**config.mk**
```make
export PLATFORM = sky130hd
export DESIGN_NAME = vga_palette_colorizer
export DESIGN_NICKNAME = d
export VERILOG_FILES = /design/src/rtl/vga_colorizer_pkg.sv /design/src/rtl/vga_palette_regfile.sv /design/src/rtl/vga_palette_colorizer.sv
export SDC_FILE = /design/constraint.sdc
export NUM_CORES = 1
export LEC_CHECK = 0
export CAP_MARGIN = 20
export CORE_MARGIN = 2
export CORE_UTILIZATION = 54
export DETAILED_ROUTE_END_ITERATION = 12
export GPL_TIMING_DRIVEN = 0
export PLACE_DENSITY = 0.74
export SLEW_MARGIN = 20
export SYNTH_ARGS = -nofsm -noshare
export SYNTH_HDL_FRONTEND = slang
export SYNTH_HIERARCHICAL = 1
export SYNTH_SLANG_ARGS = --single-unit
```
**constraint.sdc**
```tcl
create_clock -name clock -period 4.8 [get_ports clock]
set_input_delay 0.48 -clock clock [delete_from_list [all_inputs] [get_ports clock]]
set_output_delay 0.48 -clock clock [all_outputs]
set_load 0.05 [all_outputs]
```
**src/rtl/vga_colorizer_pkg.sv**
```systemverilog
// Shared palette layout helpers and default colours for the palette colorizer.
// Default colours are 12-bit RGB (4 bits per channel), R in the MSBs.
package vga_colorizer_pkg;

  localparam logic [11:0] DEF_GREY     = 12'hBBB;
  localparam logic [11:0] DEF_BLACK    = 12'h000;
  localparam logic [11:0] DEF_ORANGE   = 12'hF51;
  localparam logic [11:0] DEF_WHITE    = 12'hFFF;
  localparam logic [11:0] DEF_RED      = 12'hF00;
  localparam logic [11:0] DEF_EGGSHELL = 12'hFFE;

  // World codes occupy the bottom of the palette, then one block per icon layer.
  function automatic int pal_size(input int world_w, input int icon_w, input int n_icons);
    return (1 << world_w) + n_icons * (1 << icon_w);
  endfunction

  function automatic int pal_aw(input int p);
    return (p > 1) ? $clog2(p) : 1;
  endfunction

  function automatic int pal_index(input int world_w, input int icon_w,
                                   input int layer, input int code);
    return (1 << world_w) + layer * (1 << icon_w) + code;
  endfunction

  function automatic logic [11:0] def_rgb12(input int world_w, input int icon_w,
                                            input int n_icons, input int idx);
    int base;
    int code;
    base = 1 << world_w;
    code = idx - base;
    if (idx < base) begin
      case (idx)
        0:       return DEF_GREY;
        1:       return DEF_BLACK;
        2:       return DEF_ORANGE;
        3:       return DEF_WHITE;
        default: return 12'h000;
      endcase
    end
    if (n_icons > 0 && code < (1 << icon_w)) begin
      case (code)
        1:       return DEF_BLACK;
        2:       return DEF_RED;
        3:       return DEF_EGGSHELL;
        default: return 12'h000;
      endcase
    end
    return 12'h000;
  endfunction

endpackage

```
**src/rtl/vga_palette_regfile.sv**
```systemverilog
// Palette register file: reset-to-defaults, one write port, registered read-before-write port.
// Read data appears one clock after rd_addr; rd_blank forces the registered output to zero.
module vga_palette_regfile
  import vga_colorizer_pkg::*;
#(
  parameter int COLOR_W = 4,
  parameter int WORLD_W = 2,
  parameter int ICON_W  = 2,
  parameter int N_ICONS = 2,
  localparam int P  = pal_size(WORLD_W, ICON_W, N_ICONS),
  localparam int AW = pal_aw(P),
  localparam int DW = 3 * COLOR_W
) (
  input  logic          clock,
  input  logic          reset,
  input  logic          wr_en,
  input  logic [AW-1:0] wr_addr,
  input  logic [DW-1:0] wr_data,
  input  logic [AW-1:0] rd_addr,
  input  logic          rd_blank,
  output logic [DW-1:0] rd_data
);

  logic [DW-1:0] mem_q [P];
  logic [DW-1:0] mem_d [P];
  logic [DW-1:0] rd_data_q;
  logic [DW-1:0] rd_data_d;

  // Defaults only make sense for 4-bit channels; other widths start black.
  function automatic logic [DW-1:0] reset_value(input int idx);
    if (COLOR_W == 4) return DW'(def_rgb12(WORLD_W, ICON_W, N_ICONS, idx));
    return '0;
  endfunction

  always_comb begin
    mem_d = mem_q;
    if (wr_en && ({1'b0, wr_addr} < (AW+1)'(P))) mem_d[wr_addr] = wr_data;
    rd_data_d = rd_blank ? '0 : mem_q[rd_addr];
  end

  always_ff @(posedge clock or posedge reset) begin
    if (reset) begin
      for (int i = 0; i < P; i++) mem_q[i] <= reset_value(i);
      rd_data_q <= '0;
    end else begin
      mem_q     <= mem_d;
      rd_data_q <= rd_data_d;
    end
  end

  assign rd_data = rd_data_q;

endmodule

```
**src/rtl/vga_palette_colorizer.sv**
```systemverilog
// Resolves world/icon layers to a palette index, then looks up colour; 2-clock latency for
// colour and syncs alike. No backpressure: one pixel per clock, palette writable every clock.
module vga_palette_colorizer
  import vga_colorizer_pkg::*;
#(
  parameter int COLOR_W      = 4,
  parameter int WORLD_W      = 2,
  parameter int ICON_W       = 2,
  parameter int N_ICONS      = 2,
  parameter int BLINK_FRAMES = 16,
  localparam int P  = pal_size(WORLD_W, ICON_W, N_ICONS),
  localparam int AW = pal_aw(P)
) (
  input  logic                        clock,
  input  logic                        reset,
  input  logic                        video_on,
  input  logic                        hsync_in,
  input  logic                        vsync_in,
  input  logic [WORLD_W-1:0]          world_pixel,
  input  logic [N_ICONS*ICON_W-1:0]   icon,
  input  logic [N_ICONS-1:0]          blink_en,
  input  logic                        pal_we,
  input  logic [AW-1:0]               pal_addr,
  input  logic [3*COLOR_W-1:0]        pal_wdata,
  output logic [3*COLOR_W-1:0]        VGA,
  output logic                        video_on_out,
  output logic                        hsync_out,
  output logic                        vsync_out
);

  localparam int FCW = (BLINK_FRAMES > 1) ? $clog2(BLINK_FRAMES) : 1;
  localparam logic [FCW-1:0] FC_LAST = FCW'(BLINK_FRAMES - 1);

  logic           vsync_prev_q, vsync_prev_d;
  logic [FCW-1:0] frame_cnt_q, frame_cnt_d;
  logic           blink_phase_q, blink_phase_d;
  logic [AW-1:0]  idx_q, idx_d;
  logic           von1_q, von1_d, hs1_q, hs1_d, vs1_q, vs1_d;
  logic           von2_q, von2_d, hs2_q, hs2_d, vs2_q, vs2_d;
  logic           vsync_rise;

  always_comb begin
    vsync_prev_d  = vsync_in;
    vsync_rise    = vsync_in & ~vsync_prev_q;
    frame_cnt_d   = frame_cnt_q;
    blink_phase_d = blink_phase_q;
    if (vsync_rise) begin
      if (frame_cnt_q == FC_LAST) begin
        frame_cnt_d   = '0;
        blink_phase_d = ~blink_phase_q;
      end else begin
        frame_cnt_d = frame_cnt_q + 1'b1;
      end
    end

    // Walk from lowest to highest priority so layer 0 overrides last.
    idx_d = AW'(world_pixel);
    for (int k = N_ICONS - 1; k >= 0; k--) begin
      if (icon[k*ICON_W +: ICON_W] != '0 && !(blink_en[k] && blink_phase_q))
        idx_d = AW'(pal_index(WORLD_W, ICON_W, k, int'(icon[k*ICON_W +: ICON_W])));
    end

    von1_d = video_on;
    hs1_d  = hsync_in;
    vs1_d  = vsync_in;
    von2_d = von1_q;
    hs2_d  = hs1_q;
    vs2_d  = vs1_q;
  end

  always_ff @(posedge clock or posedge reset) begin
    if (reset) begin
      vsync_prev_q  <= 1'b0;
      frame_cnt_q   <= '0;
      blink_phase_q <= 1'b0;
      idx_q         <= '0;
      von1_q        <= 1'b0;
      hs1_q         <= 1'b0;
      vs1_q         <= 1'b0;
      von2_q        <= 1'b0;
      hs2_q         <= 1'b0;
      vs2_q         <= 1'b0;
    end else begin
      vsync_prev_q  <= vsync_prev_d;
      frame_cnt_q   <= frame_cnt_d;
      blink_phase_q <= blink_phase_d;
      idx_q         <= idx_d;
      von1_q        <= von1_d;
      hs1_q         <= hs1_d;
      vs1_q         <= vs1_d;
      von2_q        <= von2_d;
      hs2_q         <= hs2_d;
      vs2_q         <= vs2_d;
    end
  end

  // The regfile's read register is the second pipeline stage for colour.
  vga_palette_regfile #(
    .COLOR_W (COLOR_W),
    .WORLD_W (WORLD_W),
    .ICON_W  (ICON_W),
    .N_ICONS (N_ICONS)
  ) u_palette (
    .clock    (clock),
    .reset    (reset),
    .wr_en    (pal_we),
    .wr_addr  (pal_addr),
    .wr_data  (pal_wdata),
    .rd_addr  (idx_q),
    .rd_blank (~von1_q),
    .rd_data  (VGA)
  );

  assign video_on_out = von2_q;
  assign hsync_out    = hs2_q;
  assign vsync_out    = vs2_q;

endmodule

```
==> impl_results.md, run 1 <==
- Global placer's final weighted congestion: 0.792
- Cells after synthesis: roughly 530
- Max Cap Viol: 0
- Setup TNS: 0 ns
- Number of fill cells in the layout: 994
- Die Wd: 123 um
- Root buf cell: clkbuf_16
- Worst setup path class: reg -> reg
- Core Region: 13800 um^2
- Final setup margin: 2.72 ns
- Pin count of the biggest net entering global routing: between 90 and 100
- Slew at the pin closest to its max-slew limit: roughly 0.74 ns
- Worst slack, placed: 2.31 ns
- Final Critical Period: 2.08 ns
- Design area: 8950 um^2
- Crit. End Element: register
- Placed cell area: 8340 um^2
- Routed wl met3: 740 um
- Die Ht: 123 um
- Yosys warns: 6
- Initial Util: 55.2%
- Wire length on met1: 7440 um
- Routed vias: 4530
- ANT cells: 0
- Clock sinks: 171
- DR DRC count: 0
- WL final: 16800 um
- Postcts setup bufs: 0
- Final Hold Vio Count: 0
- Critical-path cell list: nand2b_1 > clkbuf_1 > o22ai_1 > o31ai_1
- Sequential cell area fraction in the yosys report: 56.7%
- Final net count: 627
- Worst hold path class: reg -> reg
- CP peak stage delay: roughly 0.59 ns
- Slew HR: 50.9%
- Metal2 WL: 8370 um
- Via density: 5.74
- CTS tree: done
- CTS clk-pin slew, worst paths: roughly 0.060 ns
- First-pass GRT wire length: 26600 um
- Num CTS Buffers: 17
- Area Growth Syn to Fin: 17.2%
- Die area: 15100 um^2
- Post-route ant nets: 0
- Worst Path Buf+Inv: 1
- GRT overflow: 0
- Mapped cell area: 7640 um^2
- DR WL/cell: 21.4 um
- H-tree levels: 4
- Worst endpoint data arrival time: between 2 and 2.5 ns
- IO buf count: 44
- Share of cells above drive strength 1: 48.6%
- Initial antenna violation count: 0
- Fin. max-slew vios: 0
- Syn Nets: 563
- Synthesized area per cell: 14.4 um^2
- Yosys reg bits: 171
- Dpl hpwl: 11200 um
- Final worst path period share: a little over two fifths
- Highest fanout seen on the critical path: 10
- FF/Latch Area: 4330 um^2
- VDD IR max: approximately 280 uV
- Initial drt markers: about 280
- Post-synth EDFFs: 0
- CP top delay family: compound AO/OA/AOI/OAI gates
- Clk_skew: 0.00786 ns
- Area of the multi-input gates: 3100 um^2
- Fraction of registers with async set/reset: 100%
- CTS resizes: 0
- Fmax: a little under 500 MHz
- GR Util All Layers: 24.2%
- Fin Hold WS: 0.352 ns
- RSZ-0062 raised after global routing: no
- IO Pins: between 40 and 50
- Vias in the first global route: about 5000
- Worst EP required: 5.08 ns
- Drt first pass iters: 4
- CP max stage cell: clkbuf_1
- Clk Latency, worst-skew pair: between 0.4 and 0.5 ns
- # setup viols final: 0
- Highest routed layer: met4
- CTS Hold Bufs: 0
- PD cells: roughly 500 nW/um^2
- Outcome: complete, no violations
- Pleak: about 0.0038 uW
- Synth Flop Type: dfrtp_1
- Row count: 43
- Clock buffer depth: 2
- Total Power: 4500 uW
- Critical Path Start Type: register
- Number of library cell types mapped by synthesis: 38
synth_stat cells (3+ instances only):
| cell | n | share of area (%) |
|---|---|---|
| mux2_2 | 170 | 25 |
| dfrtp_1 | 128 | 42 |
| dfstp_2 | 43 | 15 |
| nand2_1 | 19 | 0.93 |
| buf_2 | 18 | 1.2 |
| clkbuf_1 | 18 | 0.88 |
| o31ai_1 | 13 | 1.3 |
| a211oi_1 | 12 | 1.2 |
| mux4_2 | 12 | 3.5 |
| nor2b_1 | 12 | 0.98 |
| o21ai_0 | 12 | 0.79 |
| o22ai_1 | 12 | 0.98 |
| mux2_4 | 10 | 2.0 |
| nor2_1 | 9 | 0.44 |
| nand2b_1 | 8 | 0.66 |
| inv_1 | 5 | 0.25 |
| nand3b_1 | 3 | 0.29 |
| o21ai_1 | 3 | 0.20 |
power by group:
part / total (uW) / leakage, uW / switching, uW / internal, uW
clock network: 1410 / 0.000295 / 553 / 858
logic: 1070 / 0.00144 / 512 / 559
registers: 2020 / 0.00202 / 179 / 1840
layer usage:
metal / GRT usage [%] / vias to the layer above
met3: 6.04 / 22
li1: - / 2048
met5: 0 / -
met1: 31.4 / 2366
met4: 8.62 / 0
met2: 39.7 / 94
placed cells by master (no fill, tap or decap), types with 2 or more instances in the layout:
| master | n |
|---|---|
| nand3b_1 | 3 |
| xnor2_1 | 2 |
| inv_1 | 4 |
| nor2_1 | 9 |
| o21ai_0 | 12 |
| bufinv_16 | 3 |
| nand2b_1 | 8 |
| nand4_1 | 2 |
| a21oi_1 | 2 |
| buf_2 | 18 |
| buf_4 | 2 |
| clkbuf_8 | 3 |
| o22ai_1 | 12 |
| a211oi_1 | 12 |
| clkdlybuf4s50_1 | 44 |
| clkbuf_1 | 19 |
| o31ai_1 | 13 |
| o21ai_1 | 3 |
| nand2_1 | 19 |
| a21o_1 | 2 |
| dfstp_2 | 43 |
| nor2b_1 | 12 |
| mux2_4 | 10 |
| mux2_2 | 170 |
| clkinvlp_4 | 3 |
| clkinv_2 | 4 |
| mux4_2 | 12 |
| dfrtp_1 | 128 |
| clkbuf_16 | 17 |
final cells by class:
cell class | count | share of cell area [%]
multi-input combinational | 317 | 34.7
timing repair buffer | 45 | 5.23
buffer | 39 | 2.05
clock inverter | 11 | 1.58
inverter | 5 | 0.294
sequential | 171 | 48.4
clock buffer | 21 | 5.26
tap | 180 | 2.52
registers in the layout, indices dropped and copies added, names as in the netlist:
name / cells
hsync_out: 1
hs1_q: 1
u_palette/rd_data: 12
u_palette/mem_q: 144
video_on_out: 1
idx_q: 4
blink_phase_q: 1
vs1_q: 1
vsync_out: 1
von1_q: 1
frame_cnt_q: 4
cell families after synthesis:
group / Yosys count / share of synthesized area, %
mux: 192 / 30.6
fa+ha+maj: 1 / 0.164
buf+inv: 44 / 2.65
simple gates: 61 / 4.29
xor+xnor: 2 / 0.229
compound gates: 61 / 5.37
flops: 171 / 56.7
path summary, 6_finish.rpt:
kind                       cells after the start  slack [ns]                from                               to
min reg2reg                                    0        0.35     hs1_q$_DFF_PP0_              hsync_out$_DFF_PP0_
min in group asynchronous                      2        0.50               reset  u_palette/mem_q[11]$_DFFE_PP0P_
max reg2reg                                    4        2.72  idx_q[1]$_DFF_PP0_   u_palette/rd_data[3]$_DFF_PP0_
max                                            4        2.72  idx_q[1]$_DFF_PP0_   u_palette/rd_data[3]$_DFF_PP0_
min                                            0        0.35     hs1_q$_DFF_PP0_              hsync_out$_DFF_PP0_
max in group asynchronous                      3        3.47               reset  u_palette/mem_q[97]$_DFFE_PP1P_
per-stage QoR:
step                std cells  util, %
floorplan                 532        -
global placement          756     60.1
detailed placement        757     60.3
CTS                       789     64.7
global route              789     64.7
finish                    789     64.7
No activity file was read; power rests on OpenSTA's default activity.
==> inputs of run 2 (changes only) <==
- clock period: 4.8 -> 1.8 ns (I/O delays scaled with it)
==> run 2 against run 1 <==
Net effect: clock-buffer cell count grew 6; via count grew 1.6%; first-iteration DRC count fell by 4.4%; fmax is 19% higher; non-clock buffer count increased by 4; cell count is 0.51% higher; largest power group unchanged; routed wire length is 0.31% higher; critical path type unchanged; critical endpoint is now u_palette/rd_data[0]$_DFF_PP0_; worst hold slack got worse by 0.28 ns; die area unchanged.
==> impl_results.md, run 2 (same netlist as run 1, synthesis figures left out) <==
- Outcome: complete, no violations
- Final Critical Period: 1.74 ns (-0.337 ns)
- Root buf cell: clkbuf_16
- Max Cap Viol: 0 (unchanged)
- IO Pins: 45 (unchanged)
- Clk_skew: 0.00522 ns (-0.00264 ns)
- Vias in the first global route: 5047 (+1.3%)
- Clk Latency, worst-skew pair: 0.42 ns (about the same)
- CTS tree: done
- Via density: 5.80 (+1.1%)
- Worst setup path class: reg -> reg
- Dpl hpwl: 11500 um (+2.6%)
- Largest register by flop count: u_palette/mem_q
- Area of the multi-input gates: 3110 um^2 (+0.16%)
- Die Wd: 123 um (unchanged)
- Final worst path period share: 96.7% (+53 points)
- IO buf count: 44 (unchanged)
- Crit. End Element: register
- Slew HR: 63.9% (+13 points)
- Global placer's final weighted congestion: 0.827 (+4.4%)
- Pleak: 0.00378 uW (+0.49%)
- Worst Path Buf+Inv: 1 (unchanged)
- Share of cells above drive strength 1: 49.4% (+0.82 points)
- Clock buffer depth: 2 (unchanged)
- Critical Path Start Type: register
- Worst hold path class: in -> async
- First-pass GRT wire length: 27200 um (+2.0%)
- Pin count of the biggest net entering global routing: 38 (-62%)
- Die area: 15100 um^2 (unchanged)
- Reg2Reg Depth: 4 (unchanged)
- Largest register FFs: 144 (unchanged)
- Total Power: 11700 uW (+160%)
- Area Growth Syn to Fin: 17.5%
- Initial antenna violation count: 0 (unchanged)
- PD cells: 1300 nW/um^2 (+160%)
- Final net count: 631 (+0.64%)
- GR Util All Layers: 24.6% (+0.39 points)
- CTS clk-pin slew, worst paths: 0.06 ns (about the same)
- Highest fanout seen on the critical path: 10 (unchanged)
- Drt first pass iters: 4 (unchanged)
- Slew at the pin closest to its max-slew limit: 0.541 ns (-0.196 ns)
- CP Depth: 4 (unchanged)
- Crit path from: idx_q[1]$_DFF_PP0_
- Commonest non-fill, non-tap cell in the layout: mux2_2
- DR DRC count: 0 (unchanged)
- Setup crit end: u_palette/rd_data[0]$_DFF_PP0_
- R2R Path End: u_palette/rd_data[0]$_DFF_PP0_
- FF-to-FF Start: idx_q[1]$_DFF_PP0_
- Flop2flop setup slack: 0.06 ns (-2.66 ns)
- RSZ-0062 raised after global routing: no
- CP top delay family: compound AO/OA/AOI/OAI gates
- Worst endpoint data arrival time: 2.03 ns (-0.33 ns)
- GRT overflow: 0 (unchanged)
- VDD IR max: 750 uV (+170%)
- Routed vias: 4602 (+1.6%)
- WL final: 16900 um (+0.31%)
- Clock sinks: 171 (unchanged)
- Critical-path cell list: nand2b_1 > clkbuf_2 > o22ai_1 > o31ai_1
- Most frequent cells in the layout: mux2_2 (170), dfrtp_1 (128), clkdlybuf4s50_1 (44), dfstp_2 (43), nand2_1 (19)
- CP max stage cell: dfrtp_1
- Num CTS Buffers: 17 (unchanged)
- ANT cells: 0 (unchanged)
- Post-route ant nets: 0 (unchanged)
- H-tree levels: 4 (unchanged)
- Final Core Density: 64.9% (+0.19 points)
- Fin. max-slew vios: 0 (unchanged)
- FF/Latch Area: 4330 um^2 (unchanged)
- # setup viols final: 0 (unchanged)
- Fmax: 574 MHz (+19%)
- Final Hold Vio Count: 0 (unchanged)
- Row count: 43 (unchanged)
- DR WL/cell: 21.3 um (-0.20%)
- Worst EP required: 2.09 ns (-2.99 ns)
- Initial Util: 55.2% (unchanged)
- Number of fill cells in the layout: 987 (-0.70%)
- CP peak stage delay: 0.51 ns (-0.08 ns)
- Initial drt markers: 263 (-4.4%)
- Core Region: 13800 um^2 (unchanged)
- Die Ht: 123 um (unchanged)
## run 2: how the worst min path moves through the flow
stage	slack [ns]	to	start	depth (start not counted)
after floorplan	0.08	blink_phase_q$_DFFE_PP0P_	reset	1
after global placement	0.34	hsync_out$_DFF_PP0_	hs1_q$_DFF_PP0_	0
after detailed placement	0.34	hsync_out$_DFF_PP0_	hs1_q$_DFF_PP0_	0
after CTS	0.06	u_palette/mem_q[21]$_DFFE_PP0P_	reset	2
after global routing	0.08	u_palette/mem_q[9]$_DFFE_PP0P_	reset	2
final	0.08	u_palette/mem_q[21]$_DFFE_PP0P_	reset	2
## run 2: per-layer routing
layer / GRT usage, % / part of all wire, % / up-vias / wire, um
li1: - / - / 2073 / -
met5: 0 / 0 / - / 0
met2: 41.1 / 50 / 92 / 8480
met4: 9.41 / 2.2 / 0 / 379
met3: 5.26 / 3.4 / 39 / 581
met1: 31.6 / 44 / 2398 / 7450
## run 2: repair_timing
| action | in CTS | in global routing |
|---|---|---|
| setup endpoints to repair | 10 | 15 |
| hold buffers | 0 | 0 |
| hold endpoints to repair | 0 | 0 |
| setup buffers | 0 | 0 |
| resized for setup | 3 | 8 |
## run 2: per-stage QoR
stage               worst slack [ns]  cells  hold WS [ns]  instance area (um^2)  TNS (ns)
floorplan                     -0.318    532        0.0815                  7640    -35.91
global placement               -1.48    756         0.337                  8310   -215.73
detailed placement            -0.397    761         0.337                  8420    -18.93
CTS                           0.0183    793        0.0614                  8970         0
global route                  0.0202    793        0.0759                  8980         0
finish                        0.0593    793        0.0754                  8980         0
## run 2: worst reg2reg max path, delay by kind of cell (launching register included)
family	cells	cell delay (ns)
AO/OA/AOI/OAI	2	0.52
flip-flops	1	0.51
buffers and inverters	1	0.34
AND/OR/NAND/NOR	1	0.24
## run 2: final cells by class
class | instances | share of cell area (%)
clock buffer | 27 | 5.71
inverter | 5 | 0.251
timing repair buffer | 49 | 6.10
clock inverter | 5 | 0.376
sequential | 171 | 48.3
buffer | 39 | 2.16
tap | 180 | 2.51
multi-input combinational | 317 | 34.6
## run 2: power breakdown
| group | total [uW] | switching (uW) | internal (uW) |
|---|---|---|---|
| clock network | 3360 | 1410 | 1950 |
| registers | 5400 | 484 | 4910 |
| logic | 2900 | 1380 | 1510 |
| total | 11700 | 3280 | 8380 |
==> inputs of run 3 (changes only) <==
- CELL_PAD_IN_SITES_DETAIL_PLACEMENT: unset -> 1
- CELL_PAD_IN_SITES_GLOBAL_PLACEMENT: unset -> 1
- CORE_UTILIZATION: 54 -> 45
==> run 3 against run 2 <==
Net effect: the flow now finishes with violations (negative setup slack); total power increased by 3.9%; clock-buffer cell count down 4; worst hold slack better by 0.12 ns; first-iteration DRC count down 8.0%; clock power grew 11%; sequential share of layout area is 0.55 points lower; flip-flop and latch count did not move; clock skew grew 0.0049 ns; core utilization is 10 points lower; largest power group unchanged.
==> impl_results.md, run 3 (same netlist as run 1, synthesis figures left out) <==
- Initial Util: 46.1% (-9.2 points)
- GR Util All Layers: 23.3% (-1.3 points)
- Largest register FFs: 144 (unchanged)
- FF/Latch Area: 4330 um^2 (unchanged)
- Final Hold Vio Count: 0 (unchanged)
- CTS clk-pin slew, worst paths: 0.06 ns (about the same)
- Slew at the pin closest to its max-slew limit: 0.758 ns (+0.217 ns)
- Die Ht: 134 um (+9.2%)
- Final worst path period share: 102% (+5.8 points)
- H-tree levels: 4 (unchanged)
- Clock sinks: 171 (unchanged)
- # setup viols final: 1 (+1)
- Clk Latency, worst-skew pair: 0.43 ns (about the same)
- Clk pwr share: 30.9% (+2.0 points)
- Commonest non-fill, non-tap cell in the layout: mux2_2
- Die Wd: 134 um (+9.2%)
- Area of the multi-input gates: 3110 um^2 (about the same)
- Failing checks: negative setup slack
- Critical Path Start Type: register
- Non-filler instance count after layout: 832 (+4.9%)
- Fin. max-slew vios: 0 (unchanged)
- Num CTS Buffers: 17 (unchanged)
- Fmax: 542 MHz (-5.6%)
- Fin Hold WS: 0.193 ns (+0.118 ns)
- Core Region: 16600 um^2 (+20%)
- First-pass GRT wire length: 30800 um (+14%)
- Worst hold path class: in -> reg
- ANT cells: 0 (unchanged)
- Net Sw Frac: 28.6% (+0.42 points)
- CTS resizes: 6 (+3)
- Hold path depth: 1
- Sequential Power Share: 44.7% (-1.6 points)
- Outcome: finished with violations
- Pleak: 0.00382 uW (+1.3%)
- Share of cells above drive strength 1: 50.2% (+0.73 points)
- Pin count of the biggest net entering global routing: 35 (-7.9%)
- IO buf count: 44 (unchanged)
- Drt first pass iters: 4 (unchanged)
- Post-route ant nets: 0 (unchanged)
- Number of fill cells in the layout: 1625 (+65%)
- Vias in the first global route: 5277 (+4.6%)
- CTS tree: done
- Power Internal: 8650 uW (+3.3%)
- Worst slack, placed: -0.538 ns (-0.141 ns)
- CTS Hold Bufs: 0 (unchanged)
- DR WL/cell: 23.6 um (+11%)
- WL final: 19600 um (+16%)
- Global placer's final weighted congestion: 0.779 (-5.8%)
- Final Core Density: 54.8% (-10 points)
- Slew HR: 49.3% (-15 points)
- Worst setup path class: reg -> reg
- Area Growth Syn to Fin: 18.9%
- Largest register by flop count: u_palette/mem_q
- Root buf cell: clkbuf_16
- RSZ-0062 raised after global routing: yes
- Final Critical Period: 1.84 ns (+0.104 ns)
- Initial antenna violation count: 0 (unchanged)
- Highest fanout seen on the critical path: 10 (unchanged)
- Switching pwr: 3460 uW (+5.5%)
- Final net count: 630 (-0.16%)
- Clock buffer depth: 2 (unchanged)
- Most frequent cells in the layout: mux2_2 (170), dfrtp_1 (128), dfstp_2 (43), clkdlybuf4s50_1 (41), nand2_1 (19)
- Gate power share: 24.5% (-0.3 points)
- Die area: 18000 um^2 (+19%)
- Postcts setup bufs: 0 (unchanged)
- Reg2Reg Depth: 4 (unchanged)
- VDD IR max: 802 uV (+6.9%)
- GRT overflow: 0 (unchanged)
- Via density: 5.65 (-2.7%)
- Initial drt markers: 242 (-8.0%)
- Max Cap Viol: 0 (unchanged)
- PD cells: 1330 nW/um^2 (+2.7%)
- Worst EP required: 2.09 ns (about the same)
- Clk_skew: 0.0102 ns (+0.00494 ns)
- DR DRC count: 0 (unchanged)
- IO Pins: 45 (unchanged)
- Worst endpoint data arrival time: 2.13 ns (+0.10 ns)
- Total Power: 12100 uW (+3.9%)
- Placed cell count: 800 (+5.1%)
- Row count: 47 (+9.3%)
- Dpl hpwl: 12200 um (+6.2%)
- Final setup margin: -0.0443 ns (-0.104 ns)
- Crit. End Element: register
- Routed vias: 4697 (+2.1%)
## run 3: critical path: stages, from the launching register on
cell and delay [ns]:
dfrtp_1 0.51, nand2b_1 0.27, buf_2 0.37, o22ai_1 0.13
o31ai_1 0.42
## run 3: cell type report
type	count	area share [%]
plain buffers	39	2.22
repair buffers	48	5.82
well taps	220	3.03
clock buffers	23	5.48
multi-input cells	317	34.3
inverters	5	0.248
flip-flops and latches	171	47.7
clock inverters	9	1.23
## run 3: final timing paths
| check | slack [ns] | start | to |
|---|---|---|---|
| worst min register to register | 0.37 | hs1_q$_DFF_PP0_ | hsync_out$_DFF_PP0_ |
| worst max-delay path | -0.04 | idx_q[1]$_DFF_PP0_ | u_palette/rd_data[10]$_DFF_PP0_ |
| max in group asynchronous | 0.37 | reset | u_palette/mem_q[69]$_DFFE_PP1P_ |
| worst min-delay path | 0.19 | video_on | von1_q$_DFF_PP0_ |
| min in group asynchronous | 0.21 | reset | vs1_q$_DFF_PP0_ |
| worst max register to register | -0.04 | idx_q[1]$_DFF_PP0_ | u_palette/rd_data[10]$_DFF_PP0_ |
## run 3: stage by stage
stage,cell area (um^2),setup TNS [ns]
final,9080,-0.0443
after global routing,9080,-0.00266
after CTS,9060,0
after detailed placement,8440,-32.40
after global placement,8360,-234.86
after floorplan,7640,-35.91
## run 3: routing by layer
metal / GRT usage [%] / share of wire (%) / up-vias
met5: 0 / 0 / -
met4: 9.30 / 2.7 / 0
met3: 5.67 / 3.8 / 33
met2: 39.0 / 50 / 113
met1: 29.3 / 43 / 2482
li1: - / - / 2069
## run 3: power groups by stage
stage,clock (uW),combinational (uW),sequential [uW]
detailed placement,0,2930,5460
global route,3980,3160,5530
finish,3740,2970,5410
CTS,3830,2970,5410
global placement,0,2820,5370
floorplan,0,1840,5600
